$ cat config.mk
export PLATFORM = sky130hd
export DESIGN_NAME = hazard_ctrl_flat
export DESIGN_NICKNAME = d
export VERILOG_FILES = /design/src/rtl/hazard_ctrl_if.sv /design/src/rtl/hazard_ctrl.sv /design/src/flat_wrapper.sv
export SDC_FILE = /design/constraint.sdc
export NUM_CORES = 1
export LEC_CHECK = 0
export ABC_AREA = 1
export CAP_MARGIN = 20
export CORE_AREA = 3 3 69 71
export DETAILED_ROUTE_END_ITERATION = 10
export DIE_AREA = 0 0 72 74
export HOLD_SLACK_MARGIN = 0.08
export SLEW_MARGIN = 20
export SYNTH_ARGS = -nofsm -noshare
export SYNTH_HDL_FRONTEND = slang
export SYNTH_SLANG_ARGS = --single-unit
$ cat constraint.sdc
create_clock -name clk -period 1.78 [get_ports clk]
set_input_delay 0.356 -clock clk [delete_from_list [all_inputs] [get_ports clk]]
set_output_delay 0.356 -clock clk [all_outputs]
set_load 0.01 [all_outputs]
$ cat src/rtl/hazard_ctrl_if.sv
// Decode-stage hazard controller bundle: ID-slot description in, pipeline
// control and status out.
interface hazard_ctrl_if #(
  parameter int CNT_W = 16
);
  logic             id_valid;
  logic [2:0]       id_regS;
  logic [2:0]       id_regT;
  logic             id_uses_s;
  logic             id_uses_t;
  logic             id_wr_en;
  logic [2:0]       id_wr_dst;
  logic             id_halt;
  logic             ex_redirect;
  logic             stall_if;
  logic             bubble_id;
  logic             flush_ifid;
  logic             halted;
  logic [CNT_W-1:0] stall_cycles;

  modport master (
    output id_valid, id_regS, id_regT, id_uses_s, id_uses_t,
           id_wr_en, id_wr_dst, id_halt, ex_redirect,
    input  stall_if, bubble_id, flush_ifid, halted, stall_cycles
  );

  modport slave (
    input  id_valid, id_regS, id_regT, id_uses_s, id_uses_t,
           id_wr_en, id_wr_dst, id_halt, ex_redirect,
    output stall_if, bubble_id, flush_ifid, halted, stall_cycles
  );
endinterface

$ cat src/rtl/hazard_ctrl.sv
// Decode-stage RAW hazard detection, redirect kill and HALT drain sequencing
// for the 5-stage pipeline.
module hazard_ctrl #(
  parameter bit BYPASS_WB = 1'b1,
  parameter int CNT_W     = 16
) (
  input logic         clk,
  input logic         rst,
  hazard_ctrl_if.slave bus
);

  typedef enum logic [1:0] {
    RUN    = 2'd0,
    DRAIN  = 2'd1,
    HALTED = 2'd2
  } state_t;

  state_t           state_r;
  state_t           state_nxt_s;
  logic             ex_v_r;
  logic             mem_v_r;
  logic             wb_v_r;
  logic [2:0]       ex_dst_r;
  logic [2:0]       mem_dst_r;
  logic [2:0]       wb_dst_r;
  logic             halted_r;
  logic [CNT_W-1:0] stall_cnt_r;
  logic             haz_s;
  logic             issue_s;
  logic             stall_if_s;
  logic             bubble_id_s;
  logic             flush_ifid_s;
  logic             table_empty_s;

  function automatic logic in_flight_f(
    input logic [2:0] r,
    input logic       ev, input logic [2:0] ed,
    input logic       mv, input logic [2:0] md,
    input logic       wv, input logic [2:0] wd,
    input logic       chk_wb
  );
    in_flight_f = (ev && (ed == r)) || (mv && (md == r)) ||
                  (chk_wb && wv && (wd == r));
  endfunction

  // RAW check of both decode read ports against the in-flight writers
  always_comb begin
    haz_s = (bus.id_uses_s && in_flight_f(bus.id_regS, ex_v_r, ex_dst_r, mem_v_r, mem_dst_r,
                                          wb_v_r, wb_dst_r, !BYPASS_WB)) ||
            (bus.id_uses_t && in_flight_f(bus.id_regT, ex_v_r, ex_dst_r, mem_v_r, mem_dst_r,
                                          wb_v_r, wb_dst_r, !BYPASS_WB));
    table_empty_s = !ex_v_r && !mem_v_r && !wb_v_r;
  end

  // Next state and pipeline control; redirect wins over a hazard in RUN
  always_comb begin
    state_nxt_s  = state_r;
    issue_s      = 1'b0;
    stall_if_s   = 1'b1;
    bubble_id_s  = 1'b1;
    flush_ifid_s = 1'b0;
    case (state_r)
      RUN: begin
        issue_s      = bus.id_valid && !haz_s && !bus.ex_redirect;
        stall_if_s   = haz_s && bus.id_valid && !bus.ex_redirect;
        bubble_id_s  = !issue_s;
        flush_ifid_s = bus.ex_redirect;
        if (issue_s && bus.id_halt) begin
          state_nxt_s = DRAIN;
        end else begin
          state_nxt_s = RUN;
        end
      end
      DRAIN: begin
        if (table_empty_s) begin
          state_nxt_s = HALTED;
        end else begin
          state_nxt_s = DRAIN;
        end
      end
      HALTED: begin
        state_nxt_s = HALTED;
      end
      default: begin
        state_nxt_s = RUN;
      end
    endcase
  end

  // State register and sticky halted flag
  always_ff @(posedge clk or negedge rst) begin
    if (!rst) begin
      state_r  <= RUN;
      halted_r <= 1'b0;
    end else begin
      state_r  <= state_nxt_s;
      halted_r <= (state_nxt_s == HALTED);
    end
  end

  // In-flight writer table; HALT issues without claiming a destination
  always_ff @(posedge clk or negedge rst) begin
    if (!rst) begin
      ex_v_r    <= 1'b0;
      mem_v_r   <= 1'b0;
      wb_v_r    <= 1'b0;
      ex_dst_r  <= 3'd0;
      mem_dst_r <= 3'd0;
      wb_dst_r  <= 3'd0;
    end else begin
      wb_v_r    <= mem_v_r;
      wb_dst_r  <= mem_dst_r;
      mem_v_r   <= ex_v_r;
      mem_dst_r <= ex_dst_r;
      ex_v_r    <= issue_s && bus.id_wr_en && !bus.id_halt;
      ex_dst_r  <= bus.id_wr_dst;
    end
  end

  // Saturating count of hazard stalls; drain stalls are not hazards
  always_ff @(posedge clk or negedge rst) begin
    if (!rst) begin
      stall_cnt_r <= {CNT_W{1'b0}};
    end else if ((state_r == RUN) && stall_if_s && (stall_cnt_r != {CNT_W{1'b1}})) begin
      stall_cnt_r <= stall_cnt_r + {{(CNT_W-1){1'b0}}, 1'b1};
    end else begin
      stall_cnt_r <= stall_cnt_r;
    end
  end

  assign bus.stall_if     = stall_if_s;
  assign bus.bubble_id    = bubble_id_s;
  assign bus.flush_ifid   = flush_ifid_s;
  assign bus.halted       = halted_r;
  assign bus.stall_cycles = stall_cnt_r;

endmodule
$ cat src/flat_wrapper.sv
// flat-port wrapper written by rule: the top's interface ports become plain ports
module hazard_ctrl_flat 
#(
  parameter bit BYPASS_WB = 1'b1,
  parameter int CNT_W     = 16
)
  (clk, rst, bus_id_valid, bus_id_regS, bus_id_regT, bus_id_uses_s, bus_id_uses_t, bus_id_wr_en, bus_id_wr_dst, bus_id_halt, bus_ex_redirect, bus_stall_if, bus_bubble_id, bus_flush_ifid, bus_halted, bus_stall_cycles);
  hazard_ctrl_if #(.CNT_W(CNT_W)) bus_i ();
  input logic clk;
  input logic rst;
  input wire logic [$bits(bus_i.id_valid)-1:0] bus_id_valid;
  input wire logic [$bits(bus_i.id_regS)-1:0] bus_id_regS;
  input wire logic [$bits(bus_i.id_regT)-1:0] bus_id_regT;
  input wire logic [$bits(bus_i.id_uses_s)-1:0] bus_id_uses_s;
  input wire logic [$bits(bus_i.id_uses_t)-1:0] bus_id_uses_t;
  input wire logic [$bits(bus_i.id_wr_en)-1:0] bus_id_wr_en;
  input wire logic [$bits(bus_i.id_wr_dst)-1:0] bus_id_wr_dst;
  input wire logic [$bits(bus_i.id_halt)-1:0] bus_id_halt;
  input wire logic [$bits(bus_i.ex_redirect)-1:0] bus_ex_redirect;
  output wire logic [$bits(bus_i.stall_if)-1:0] bus_stall_if;
  output wire logic [$bits(bus_i.bubble_id)-1:0] bus_bubble_id;
  output wire logic [$bits(bus_i.flush_ifid)-1:0] bus_flush_ifid;
  output wire logic [$bits(bus_i.halted)-1:0] bus_halted;
  output wire logic [$bits(bus_i.stall_cycles)-1:0] bus_stall_cycles;
  assign bus_i.id_valid = bus_id_valid;
  assign bus_i.id_regS = bus_id_regS;
  assign bus_i.id_regT = bus_id_regT;
  assign bus_i.id_uses_s = bus_id_uses_s;
  assign bus_i.id_uses_t = bus_id_uses_t;
  assign bus_i.id_wr_en = bus_id_wr_en;
  assign bus_i.id_wr_dst = bus_id_wr_dst;
  assign bus_i.id_halt = bus_id_halt;
  assign bus_i.ex_redirect = bus_ex_redirect;
  assign bus_stall_if = bus_i.stall_if;
  assign bus_bubble_id = bus_i.bubble_id;
  assign bus_flush_ifid = bus_i.flush_ifid;
  assign bus_halted = bus_i.halted;
  assign bus_stall_cycles = bus_i.stall_cycles;
  hazard_ctrl #(.BYPASS_WB(BYPASS_WB), .CNT_W(CNT_W)) u_core (.clk(clk), .rst(rst), .bus(bus_i));
endmodule
==> Word-level counts from Yosys, hierarchy flattened <==
Index checks and enable logic that the tools add are counted.
{ "word_totals": {"word_cells": 52, "reg_bits": 28, "in_bits": 17, "output_inout_bits": 20} }
{ "classes": {"addsub": 1, "n_reduce_logical": 28, "eq_ne": 8, "mux": 7} }
{ "ops": {"columns": ["operator", "n"], "rows": [
  ["$logic_and 1x1->1", 17],
  ["$add 16x1->16 const B", 1],
  ["$ne 16x16->1 const B", 1],
  ["$eq 3x3->1", 4],
  ["$logic_not 1->1", 7],
  ["$pmux 2 s3", 1],
  ["$mux 1", 5],
  ["$eq 2x2->1 const B", 2],
  ["$logic_or 1x1->1", 3],
  ["$eq 2x1->1 const B", 1],
  ["$logic_not 2->1", 1],
  ["$mux 2", 1]
]} }

==> Logic depth before layout (Yosys ltp) <==
Gate-level depths: netlist of run 1.
{ "depth": {"ltp_word": 12, "ltp_mapped": 12, "mapped_depth_nobuf": 11} }

==> Worst setup path after synthesis of run 1 <==
No wires, ideal clock.
{ "synth_timing": {"path_type": "flip-flop to flip-flop", "from": "reg u_core.stall_cnt_r[0], in the netlist u_core.bus.stall_cycles[0]", "to": "reg u_core.stall_cnt_r[3], in the netlist u_core.bus.stall_cycles[3]", "synth_period_minus_slack_ns": 1.638, "setup_time_ns": 0.117, "n_path_buf": 1, "path_stages_with_launch": 10, "arrival_time_ns": 1.521, "required_ns": 1.663, "path_slack_ns": 0.142, "path_cell_list": "dfrtp_1 ha_1 nand3_2 nor2_4 nand2_2 nor2_4 nand3_4 buf_2 nand4_1 nand2_1"} }
{ "synth_between": {"elab_chain_len": 2, "elab_cells_between_ends": 3, "cone_classes": "1 x add/sub; 1 x eq/ne; 1 x reduce/logical"} }
{ "synth_rtl": {"columns": ["item", "line_no", "rtl"], "rows": [
  ["from (decl)", "hazard_ctrl.sv:27", "logic [CNT_W-1:0] stall_cnt_r;"],
  ["from (signal assigned)", "hazard_ctrl.sv:123", "stall_cnt_r <= {CNT_W{1'b0}};"],
  ["from (signal assigned)", "hazard_ctrl.sv:125", "stall_cnt_r <= stall_cnt_r + {{(CNT_W-1){1'b0}}, 1'b1};"],
  ["from (signal assigned)", "hazard_ctrl.sv:127", "stall_cnt_r <= stall_cnt_r;"],
  ["parallel branches: the longest is 2 deep, another holds $add 16x1->16", null, null]
]} }
Parallel ways; which one is timed is not known.
A chain may end at the register's enable or synchronous reset.

==> Worst setup path in the final report of run 1 <==
{ "layout_timing": {"from": "reg u_core.ex_dst_r[0]", "to": "out bus_stall_if"} }
{ "layout_between": {"elab_chain_len": 8, "elab_cells_between_ends": 12, "cone_classes": "2 x eq/ne; 1 x mux; 9 x reduce/logical"} }
{ "layout_rtl": {"columns": ["item", "line_no", "rtl"], "rows": [
  ["from (decl)", "hazard_ctrl.sv:23", "logic [2:0] ex_dst_r;"],
  ["from (signal assigned)", "hazard_ctrl.sv:116", "ex_dst_r <= bus.id_wr_dst;"],
  ["$eq 3x3->1", "hazard_ctrl.sv:42", "in_flight_f = (ev && (ed == r)) || (mv && (md == r)) ||"],
  ["$logic_and 1x1->1", "hazard_ctrl.sv:42", null],
  ["$logic_or 1x1->1", "hazard_ctrl.sv:42", null],
  ["$logic_and 1x1->1, on equally long branches", "hazard_ctrl.sv:48, hazard_ctrl.sv:50", null],
  ["$logic_or 1x1->1 (*)", "hazard_ctrl.sv:49", "wb_v_r, wb_dst_r, !BYPASS_WB)) ||"],
  ["$logic_and 1x1->1 (*) (2 in series)", "hazard_ctrl.sv:65", "stall_if_s = haz_s && bus.id_valid && !bus.ex_redirect;"],
  ["$mux 1 (*)", "hazard_ctrl.sv:62", "case (state_r)"],
  ["to (decl)", "flat_wrapper.sv:20", "output wire logic [$bits(bus_i.stall_if)-1:0] bus_stall_if;"]
]} }
Mark *: on every way between the ends. The rest lies on a longest branch, timed or not.

==> impl.org, run 1 <==
** Synthesis
- Counting every instance in the synthesized netlist gives 235.
- The average instance in the mapped netlist occupies 7.10 µm².
- Counting distinct cell types in the post-synthesis netlist gives 20.
- The number of nets handed over by synthesis was 253.
- The mapped netlist covers 1670 µm².
- Yosys synthesis warning count :: 0
- The synthesized design contains 28 register bits.
- The share of the Yosys chip area taken by registers is 42.0%.

** Power and ir drop
- Leakage power :: 1.14 nW
- For this design the ratio of total power to cell area is 626 nW/µm².
- Max rail drop VDD :: 0.000310 V

** Worst setup path
- In this run the worst path has a maximum fanout of 4.
- Critical Path End Type :: output pin
- Crit path arrival time :: 1.49 ns
- STA classifies the critical path startpoint as a flop.
- Type of the worst setup path :: reg2out
- CP Data Required Time :: 1.42 ns

** STA
- Static timing analysis puts the maximum clock frequency at 541 MHz.
- For the pin with the worst max-slew slack, the measured transition is 0.380 ns.
- The max-slew violation count came to 0.
- Setup repair after global routing missed its margin :: true
- The count of endpoints failing hold in the final timing report was 0.
- In the finished design, the share of the clock period the worst path needs comes to 104%.
- Count of endpoints failing setup in the final report :: 2
- For the finished layout, the period the worst path requires is 1.85 ns.
- In this run the tightest slew margin relative to its limit is 74.6%.
- Maximum clock skew at final layout :: 0.0103 ns
- In the post-route analysis, the smallest setup slack over all paths is -0.0697 ns.
- Adding up every negative setup slack in the final design gives -0.0725 ns.

** Placement
- Routability congestion estimate from global placement :: 0.842
- In this run the cell area measured after placement is 2160 µm².
- The count of buffers added on input and output ports is 36.
- Detailed placer's ending HPWL :: 2840 µm

** Floorplan
- After floorplanning, the core was divided into 24 placement rows.
- Initial core utilization :: 38.9%
- The floorplan step defined a die boundary enclosing 5330 µm².
- 37 I/O pins were placed.
- Die Height :: 74 µm
- The floorplan step set the die width to 72 µm.
- Core Area :: 4290 µm²

** Global routing
- Entering global routing, the biggest net connects 29 pins.
- Number of antenna violations at the first check in global routing :: 0
- The first global-routing pass estimated 6710 µm of wire.
- The number of global-route vias before repair was 1465.
- Global routing finished with a remaining overflow of 0.
- Global Route Usage Sum :: 16.0%

** Finish
- Layout overhead on the synthesized area :: 38.2%
- After the last flow step, the layout net total stands at 309.
- In the final layout, the share of cells above drive strength 1 is 12.8%.
- Final instance area :: 2310 µm²
- 0 antenna diodes ended up in the layout.
- Commonest cells after routing, fill and taps aside :: sky130_fd_sc_hd__nand2_1, sky130_fd_sc_hd__dfrtp_1, sky130_fd_sc_hd__nor2_1, sky130_fd_sc_hd__clkdlybuf4s50_1, sky130_fd_sc_hd__inv_1
- The library cell used most frequently in the layout, excluding fill and tap cells, is sky130_fd_sc_hd__nand2_1.
- After filler insertion, the fill cell instance count of the layout stands at 423.

** Clocking
- Counting along the longest clock path gives a buffer depth of 2.
- Depth of the CTS H-tree :: 1
- Clock transition time at the flip-flop clock pins of the worst setup and hold paths :: 0.09 ns
- The later pin in the worst-skew pair is clocked with a latency of 0.28 ns.
- In this run, CTS created clock tree buffers numbering 3.
- TritonCTS built the clock tree.
- The tree is rooted in a sky130_fd_sc_hd__clkbuf_8.
- Hold-fix buffers at CTS :: 0
- Clock sink count :: 28

** Route
- The count of nets left with antenna violations once routing finished came out at 0.
- Routed wire length :: 4140 µm
- The detailed router placed 1645 vias in this run.
- Via-per-instance ratio :: 4.81
- Residual DRC count :: 0
- After detailed routing, the average wire length per cell comes to 12.1 µm.
- The first detailed-routing pass took 4 iterations.
- Iteration-0 DRC Markers :: 32

** Hold path
- The tightest min-delay check is of the reg2reg type.

** Job
- Max-Cap Viols :: 0

** Run status
- Violated checks :: setup timing
- Outcome :: finished, violations left
## synthesized netlist by cell type
master | count | share of area, %
sky130_fd_sc_hd__nand2_1 | 99 | 22
sky130_fd_sc_hd__dfrtp_1 | 28 | 42
sky130_fd_sc_hd__nor2_1 | 27 | 6.1
sky130_fd_sc_hd__inv_1 | 24 | 5.4
sky130_fd_sc_hd__nand4_1 | 19 | 7.1
sky130_fd_sc_hd__nand3_1 | 6 | 1.8
sky130_fd_sc_hd__xnor2_1 | 5 | 2.6
sky130_fd_sc_hd__buf_2 | 4 | 1.2
sky130_fd_sc_hd__o21ai_0 | 4 | 1.2
sky130_fd_sc_hd__xor2_1 | 4 | 2.1
sky130_fd_sc_hd__a21oi_1 | 2 | 0.60
sky130_fd_sc_hd__nand2_2 | 2 | 0.75
sky130_fd_sc_hd__nand3_4 | 2 | 2.1
sky130_fd_sc_hd__nor2_4 | 2 | 1.3
sky130_fd_sc_hd__nor3_1 | 2 | 0.60
sky130_fd_sc_hd__buf_6 | 1 | 0.67
sky130_fd_sc_hd__ha_1 | 1 | 0.75
sky130_fd_sc_hd__nand3_2 | 1 | 0.60
sky130_fd_sc_hd__nand3b_1 | 1 | 0.45
sky130_fd_sc_hd__or3_1 | 1 | 0.38
## worst max-delay path: stages, from the launching register on
cell                      delay (ns)
sky130_fd_sc_hd__dfrtp_1        0.41
sky130_fd_sc_hd__inv_1          0.07
sky130_fd_sc_hd__nand2_1        0.06
sky130_fd_sc_hd__nand2_1        0.05
sky130_fd_sc_hd__nor2_1         0.09
sky130_fd_sc_hd__nand2_1        0.06
sky130_fd_sc_hd__nand2_1        0.05
sky130_fd_sc_hd__nand2_1        0.06
sky130_fd_sc_hd__nand2_2        0.08
sky130_fd_sc_hd__inv_2          0.05
sky130_fd_sc_hd__o21ai_1        0.10
sky130_fd_sc_hd__buf_2          0.14
## repair_timing
action / CTS / global route
setup buffers: 2 / 4
endpoints found under the setup margin: 19 / 18
pin swaps: 3 / 3
gates resized for setup: 18 / 8
gates cloned: 0 / 2
## routing by layer
layer  track usage [%]  wire length, µm  part of all wire [%]  up-vias
met5                 0                0                     0        -
met4              4.38               40                  0.97        0
met3              2.43              163                   3.9        5
met2              28.3             2040                    49       28
met1              20.6             1890                    46      751
li1                  -                -                     -      861
## logic make-up (layout without fill, tap and decap cells)
| kind of cell | after synthesis | in the layout | share of synthesized area (%) |
|---|---|---|---|
| flip-flops | 28 | 28 | 42.0 |
| buffers and inverters | 29 | 82 | 7.27 |
| XOR/XNOR | 9 | 9 | 4.72 |
| AO/OA/AOI/OAI | 6 | 6 | 1.80 |
| AND/OR/NAND/NOR | 162 | 164 | 43.5 |
| adder cells (fa/ha/maj) | 1 | 1 | 0.750 |
## where the power goes
part	total, W	leakage (nW)	internal (W)	switching [W]
registers	0.000695	0.371	0.000670	0.0000249
logic	0.000241	0.737	0.000109	0.000132
clock network	0.000509	0.0357	0.000301	0.000207
## per-stage QoR
step | instances | total power (W) | hold slack (ns) | setup slack (ns) | util, %
final | 342 | 0.00144 | 0.443 | -0.0697 | 53.7
after global routing | 342 | 0.00152 | 0.452 | -0.219 | 53.7
after CTS | 337 | 0.00146 | 0.446 | -0.109 | 51.9
after detailed placement | 331 | 0.000967 | 0.423 | -0.696 | 50.3
after global placement | 331 | 0.000966 | 0.425 | -0.686 | 50.3
after floorplan | 235 | 0.000819 | 0.0604 | 0.142 | -
## worst paths after layout
check | from | end | slack (ns) | cells after the start
min in group asynchronous | rst | u_core.ex_dst_r[1] | 0.45 | 2
min reg2reg | u_core.ex_dst_r[2] | u_core.mem_dst_r[2] | 0.44 | 0
max reg2reg | u_core.bus.stall_cycles[1] | u_core.bus.stall_cycles[8] | 0.09 | 9
max | u_core.ex_dst_r[0] | bus_stall_if | -0.07 | 11
min | u_core.ex_dst_r[2] | u_core.mem_dst_r[2] | 0.44 | 0
max in group asynchronous | rst | u_core.bus.stall_cycles[8] | 1.04 | 2
## sequential cells by signal (all words and copies together) (netlist names)
name                     cells
u_core.ex_dst_r              3
u_core.mem_v_r               1
u_core.ex_v_r                1
u_core.bus.stall_cycles     16
u_core.state_r               2
u_core.mem_dst_r             3
u_core.bus.halted            1
u_core.wb_v_r                1
## layout make-up
| cell class | instances | area (µm²) | area share [%] |
|---|---|---|---|
| repair buffers | 54 | 488 | 21.1 |
| well taps | 52 | 65.1 | 2.82 |
| inverters | 24 | 90.1 | 3.90 |
| flip-flops and latches | 28 | 701 | 30.4 |
| clock inverters | 1 | 30.0 | 1.30 |
| clock buffers | 3 | 41.3 | 1.79 |
| multi-input cells | 180 | 892 | 38.7 |
(Power assumes the default switching activity.)
==> run 2, diff against run 1 <==
--- a/config.mk
+++ b/config.mk
@@ -11,6 +11,7 @@
 export DETAILED_ROUTE_END_ITERATION = 10
 export DIE_AREA = 0 0 72 74
 export HOLD_SLACK_MARGIN = 0.08
+export PLACE_DENSITY_LB_ADDON = 0.3
 export SLEW_MARGIN = 20
 export SYNTH_ARGS = -nofsm -noshare
 export SYNTH_HDL_FRONTEND = slang
==> impl.org, run 2 (synthesis gave the netlist of run 1 again) <==
** STA
- Number of slew-limit violations in the final report :: 0 (unchanged)
- Maximum clock skew at final layout :: 0.00307 ns (-0.00720 ns)
- Hold_ws :: 0.435 ns (-0.00731 ns)
- The count of endpoints failing hold in the final timing report came to 0 (unchanged).
- Setup repair after global routing missed its margin :: true
- Worst slew pin tran :: 0.371 ns (-0.00935 ns)
- Worst Setup Slack, final :: -0.105 ns (-0.0351 ns)
- The final-layout setup total negative slack came to -0.143 ns (-0.0708 ns).
- Post-route clock period utilization :: 106% (+2.0 points)
- The highest clock rate was 531 MHz (-1.9%).
- The number of failing setup endpoints in the final timing report was 2 (unchanged).
- The headroom to the max-slew limit came to 75.1% (+0.43 points).
- Shortest clock period the worst path allows after layout :: 1.88 ns (+0.0351 ns)

** Route
- The initial DRC count is 82 (+160%).
- Post-route antenna net violation count :: 0 (unchanged)
- Average detailed-routed wire length per instance :: 11.8 µm (-2.1%)
- The overall routed net length is 3980 µm (-3.8%).
- The via count came to 1608 (-2.2%).
- The number of remaining DRC errors is 0 (unchanged).
- The detailed-routing iteration count for the pre-antenna-repair pass came to 6 (+2).
- The post-detailed-route via-to-cell ratio was 4.79 (-0.50%).

** Floorplan
- The initial standard-cell utilization of the core is 38.9% (unchanged).
- Die X-Extent :: 72 µm (unchanged)
- Number of I/O pins :: 37 (unchanged)
- The row count was 24 (unchanged).
- The height of the die was 74 µm (unchanged).
- The area of the core came to 4290 µm² (unchanged).
- Die area :: 5330 µm² (unchanged)

** Clocking
- Maximum number of buffers from clock root to sink :: 2 (unchanged)
- The CTS clock-pin slew for the worst setup and hold paths was 0.10 ns (about the same).
- The insertion delay of the later-clocked pin in the worst-skew pair came to 0.28 ns (about the same).
- The count of hold buffers inserted by post-cts repair was 0 (unchanged).
- Clock sink count :: 28 (unchanged)
- TritonCTS built the clock tree.
- Depth of the CTS H-tree :: 1 (unchanged)
- Clock tree synthesis selected as its root buffer the cell sky130_fd_sc_hd__clkbuf_8.
- CTS buffer count :: 3 (unchanged)

** Finish
- Share of final-layout standard cells stronger than drive strength 1 :: 12.0% (-0.79 points)
- Nets :: 303 (-1.9%)
- The final antenna diode count is 0 (unchanged).
- The top cell types in the final layout, fill and taps aside, are sky130_fd_sc_hd__nand2_1, sky130_fd_sc_hd__dfrtp_1, sky130_fd_sc_hd__clkdlybuf4s50_1.
- Compared with the post-synthesis result, the final layout area differs by 35.8%.
- The count of non-filler cells in the finished layout was 336 (-1.8%).
- The library cell used most frequently in the layout, excluding fill and tap cells, is sky130_fd_sc_hd__nand2_1.
- Number of flip-flops in the largest register :: 16 (unchanged)

** Worst setup path
- Nature of the critical path startpoint :: flop
- Highest-delay cell along the critical path :: sky130_fd_sc_hd__dfrtp_1
- The worst setup path is captured at an output pin.
- Type of the worst setup path :: reg2out
- The maximum net fanout on the critical path was 3 (-1).
- The most numerous cell type found on the critical path is sky130_fd_sc_hd__nand2_1.
- Slowest cell delay on critical path :: 0.39 ns (-0.02 ns)
- CP Data Required Time :: 1.42 ns (about the same)
- Critical path cell sequence :: buf_4 > nand2_1 > nand2_1 > nor2_1 > nand2_1 > nand2_1 > nand2_1 > nand2_2 > inv_2 > o21ai_2 > buf_2
- Bufs and invs on worst path :: 3 (unchanged)
- The arrival time of data at the critical path endpoint was 1.53 ns (+0.04 ns).
- Grouping stages by cell kind, the critical path spends the most delay in simple AND/OR/NAND/NOR gates.

** Global routing
- GRT Max-Usage Layer :: met2
- The final global-route overflow total is 0 (unchanged).
- The met3 capacity usage during global routing came to 2.97% (+0.54 points).
- The number of antenna violations at the first check in global routing came to 0 (unchanged).
- The wire length of the first global-routing pass is 6290 µm (-6.3%).
- The maximum number of pins on one net before global-route repair was 29 (unchanged).
- The met2 track utilization from global routing was 26.0% (-2.2 points).
- The number of global-route vias before repair is 1388 (-5.3%).
- Global Route Usage Sum :: 14.9% (-1.1 points)
- The met1 usage is 19.4% (-1.2 points).

** Placement
- The last weighted congestion value of the routability-driven placer came to 0.854 (+1.4%).
- Count of input and output buffers :: 36 (unchanged)
- Detailed placer's ending HPWL :: 2710 µm (-4.8%)
- Number of placed cells counting well taps :: 328 (-0.91%)

** Power and ir drop
- The total power per unit cell area was 647 nW/µm² (+3.3%).
- The peak supply drop was 0.000330 V (+6.5%).
- The leakage component of the power is 1.11 nW (-3.3%).

** Run status
- Violated checks :: setup timing
- The run finished, with violations left.

** Job
- The count of max-cap constraint violations came to 0 (unchanged).

** Hold path
- Worst min path class :: in2async
-- run 2: path summary, 6_finish.rpt --
check,depth (start not counted),to,slack [ns],startpoint
max,11,bus_stall_if,-0.10,u_core.ex_dst_r[1]
min,2,u_core.bus.stall_cycles[2],0.44,rst
max reg2reg,9,u_core.bus.stall_cycles[8],0.11,u_core.bus.stall_cycles[1]
min reg2reg,0,u_core.mem_dst_r[2],0.46,u_core.ex_dst_r[2]
max in group asynchronous,2,u_core.bus.stall_cycles[5],1.09,rst
min in group clk,0,u_core.mem_dst_r[2],0.46,u_core.ex_dst_r[2]
-- run 2: timing repair --
action	4_1_cts	5_1_grt
cloned	0	1
pin swaps	3	8
setup buffers	2	2
gates resized for setup	18	8
setup endpoints to repair	19	18
-- run 2: where the power goes --
group	internal (W)	switching, W	leakage [nW]
Sequential	0.000670	0.0000257	0.371
Combinational	0.000114	0.000136	0.700
Clock	0.000302	0.000218	0.0357
Total	0.00109	0.000379	1.11
-- run 2: per-stage QoR --
step                      total power, W  instance area, µm²  utilization [%]  setup slack [ns]
after floorplan                 0.000819                1670                -             0.142
after global placement          0.000963                2150             50.1            -0.742
after detailed placement        0.000966                2150             50.1            -0.770
after CTS                        0.00147                2220             51.7            -0.118
after global routing             0.00154                2270             52.8            -0.238
final                            0.00147                2270             52.8            -0.105
-- run 2: cell type report --
type,instances,area [µm²]
Clock inverter,1,30.0
Sequential cell,28,701
Tap cell,52,65.1
Inverter,24,90.1
Fill cell,415,2030
Clock buffer,3,41.3
Multi-Input combinational cell,179,883
Timing Repair Buffer,49,455
-- run 2: layer usage --
layer	up-vias	share of wire (%)
li1	838	-
met4	0	0.83
met5	-	0
met3	5	4.1
met2	34	48
met1	731	47
==> run 3, diff against run 2 <==
--- a/config.mk
+++ b/config.mk
@@ -12,6 +12,7 @@
 export DIE_AREA = 0 0 72 74
 export HOLD_SLACK_MARGIN = 0.08
 export PLACE_DENSITY_LB_ADDON = 0.3
+export REMOVE_ABC_BUFFERS = 1
 export SLEW_MARGIN = 20
 export SYNTH_ARGS = -nofsm -noshare
 export SYNTH_HDL_FRONTEND = slang
==> impl.org, run 3 (synthesis gave the netlist of run 1 again) <==
** Run status
- The run finished, with violations left.
- Violated checks :: setup timing

** Worst setup path
- The maximum net fanout on the critical path was 4 (+1).
- STA classifies the critical path startpoint as a flop.
- CP Data Required Time :: 1.42 ns (about the same)
- Type of the worst setup path :: reg2out
- Crit path arrival time :: 1.54 ns (about the same)
- The worst setup path is captured at an output pin.

** Power and ir drop
- Sequential Power Share :: 48.4% (+0.9 points)
- The leakage component of the power is 1.11 nW (+0.31%).
- The total power per unit cell area is 636 nW/µm² (-1.6%).
- The total internal power is 0.00108 W (-0.39%).
- Total Power :: 0.00143 W (-2.1%)
- The net load switching power is 0.000352 W (-7.2%).
- Max rail drop VDD :: 0.000274 V (-17%)
- The clock network fraction of total power came to 34.7% (-0.8 points).
- Switching part of the total power :: 24.6% (-1.3 points)
- The fraction of power consumed by combinational cells is 17.0% (about the same).

** Global routing
- The final global-route overflow total was 0 (unchanged).
- The number of antenna violations at the first check in global routing is 0 (unchanged).
- The maximum number of pins on one net before global-route repair came to 29 (unchanged).
- Global-route wire length before repair :: 6680 µm (+6.2%)
- The number of global-route vias before repair is 1536 (+11%).
- Global Route Usage Sum :: 15.5% (+0.62 points)

** Floorplan
- Initial core utilization :: 38.9% (unchanged)
- Core Area :: 4290 µm² (unchanged)
- The horizontal extent of the die is 72 µm (unchanged).
- The count of pins on the block boundary is 37 (unchanged).
- The area of the die is 5330 µm² (unchanged).
- The row count is 24 (unchanged).
- The height of the die came to 74 µm (unchanged).

** Placement
- Number of placed cells counting well taps :: 328 (unchanged)
- The count of input and output buffers was 36 (unchanged).
- Routability congestion estimate from global placement :: 0.871 (+1.9%)
- The total half-perimeter wirelength after legalization and detailed placement was 2830 µm (+4.6%).
- Dpl ws :: -0.710 ns (+0.0597 ns)

** Route
- Routed wire length :: 3940 µm (-0.83%)
- Iteration-0 DRC Markers :: 63 (-23%)
- Post-route antenna net violation count :: 0 (unchanged)
- Vias :: 1633 (+1.6%)
- The post-detailed-route via-to-cell ratio came to 4.83 (+0.95%).
- The detailed-routing iteration count for the pre-antenna-repair pass was 4 (-2).
- Average detailed-routed wire length per instance :: 11.7 µm (-1.4%)
- The number of remaining DRC errors came to 0 (unchanged).

** Finish
- Non-filler cells in the finished layout :: 338 (+0.60%)
- The number of nets in the layout was 305 (+0.66%).
- The storage element area came to 701 µm² (unchanged).
- Antenna cell count :: 0 (unchanged)
- The fraction of final layout cells sized beyond drive strength 1 is 12.2% (+0.27 points).
- Fraction of the core area covered by cells at the end of the flow :: 52.5% (-0.29 points)
- Number of flip-flops in the largest register :: 16 (unchanged)
- The top cell types in the final layout, fill and taps aside, are sky130_fd_sc_hd__nand2_1, sky130_fd_sc_hd__dfrtp_1, sky130_fd_sc_hd__clkdlybuf4s50_1.
- The fill cell instance count of the final layout is 433 (+4.3%).
- Multi-input gate area in the final layout :: 872 µm² (-1.3%)
- Layout overhead on the synthesized area :: 35.0%
- Leaving out fill and tap cells, the most frequent cell in the layout is sky130_fd_sc_hd__nand2_1.

** STA
- Maximum clock frequency :: 527 MHz (-0.75%)
- Worst Setup Slack, final :: -0.119 ns (-0.0143 ns)
- Headroom to the max-slew limit :: 75.4% (+0.33 points)
- Setup repair after global routing missed its margin :: true
- Post-route clock period utilization :: 107% (+0.80 points)
- Count of endpoints failing setup in the final report :: 2 (unchanged)
- The clock tree skew after final layout is 0.00686 ns (+0.00379 ns).
- Shortest clock period the worst path allows after layout :: 1.90 ns (+0.0143 ns)
- The slew of the pin with the lowest slew margin was 0.366 ns (-0.00488 ns).
- Fin. Hold Viols :: 0 (unchanged)
- The smallest hold slack is 0.414 ns (-0.0215 ns).
- Number of slew-limit violations in the final report :: 0 (unchanged)

** Clocking
- The number of buffers on the longest clock path came to 2 (unchanged).
- Root buffer cell :: sky130_fd_sc_hd__clkbuf_8
- The insertion delay of the later-clocked pin in the worst-skew pair is 0.28 ns (about the same).
- The CTS clock-pin slew for the worst setup and hold paths came to 0.10 ns (about the same).
- TritonCTS clock tree :: yes
- The clock net sink count was 28 (unchanged).
- The deepest level of the CTS H-tree came to 1 (unchanged).
- CTS buffer count :: 3 (unchanged)
- The count of hold buffers inserted by post-cts repair is 0 (unchanged).

** Job
- The count of max-cap constraint violations was 0 (unchanged).

** Hold path
- The path class of the tightest hold or removal check is reg2reg.
## run 3: changes by cell type in the layout (fill, tap and decap cells not counted), sizes merged
cell  delta
buf      +2
## run 3: worst paths after layout
path                       depth (start not counted)  slack, ns           startpoint                     endpoint
hold reg to reg                                    0       0.41   u_core.ex_dst_r[1]          u_core.mem_dst_r[1]
max in group asynchronous                          2       1.06                  rst   u_core.bus.stall_cycles[3]
setup reg to reg                                  12       0.12  u_core.mem_dst_r[2]   u_core.bus.stall_cycles[4]
setup / recovery                                  11      -0.12  u_core.mem_dst_r[2]                 bus_stall_if
min in group asynchronous                          2       0.45                  rst  u_core.bus.stall_cycles[10]
hold / removal                                     0       0.41   u_core.ex_dst_r[1]          u_core.mem_dst_r[1]
## run 3: final cells by class
cell class	count	area share (%)
clock buffers	3	1.83
clock inverters	1	1.33
inverters	24	4.00
multi-input cells	179	38.7
flip-flops and latches	28	31.1
well taps	52	2.89
repair buffers	51	20.2
## run 3: power by group through the flow
stage | Clock, W | Combinational (W) | Sequential, W
after floorplan | 0 | 0.000104 | 0.000710
after global placement | 0 | 0.000255 | 0.000705
after detailed placement | 0 | 0.000259 | 0.000707
after CTS | 0.000519 | 0.000239 | 0.000694
after global routing | 0.000539 | 0.000277 | 0.000700
final | 0.000497 | 0.000243 | 0.000694
## run 3: metal layers
layer  vias to the layer above  wire length, µm  track usage [%]
li1                        844                -                -
met1                       754             1850             20.7
met2                        30             1930             26.1
met3                         5              121             2.03
met4                         0               44             5.64
met5                         -                0                0
## run 3: timing repair
action / 4_1_cts / 5_1_grt
cloned: 0 / 1
setup endpoints to repair: 19 / 18
endpoints found under the hold margin: 0 / 0
setup buffers: 1 / 5
pin swaps: 5 / 9
resized for setup: 18 / 5
## run 3: through the flow
stage          TNS [ns]  cell area (µm²)
3_3_place_gp      -6.25             2140
5_1_grt          -0.469             2250
2_1_floorplan    -0.700             1640
6_report         -0.177             2250
4_1_cts          -0.110             2200
3_5_place_dp      -6.61             2140
## run 3: critical path, cell delays in order (launching register included)
cell and delay [ns]:
sky130_fd_sc_hd__dfrtp_1 0.40, sky130_fd_sc_hd__buf_4 0.13, sky130_fd_sc_hd__nand2_1 0.05, sky130_fd_sc_hd__nand2_1 0.05, sky130_fd_sc_hd__nor2_1 0.08, sky130_fd_sc_hd__nand2_1 0.05
sky130_fd_sc_hd__nand2_1 0.06, sky130_fd_sc_hd__nand2_1 0.06, sky130_fd_sc_hd__nand2_2 0.08, sky130_fd_sc_hd__inv_2 0.05, sky130_fd_sc_hd__o21ai_1 0.10, sky130_fd_sc_hd__buf_2 0.14
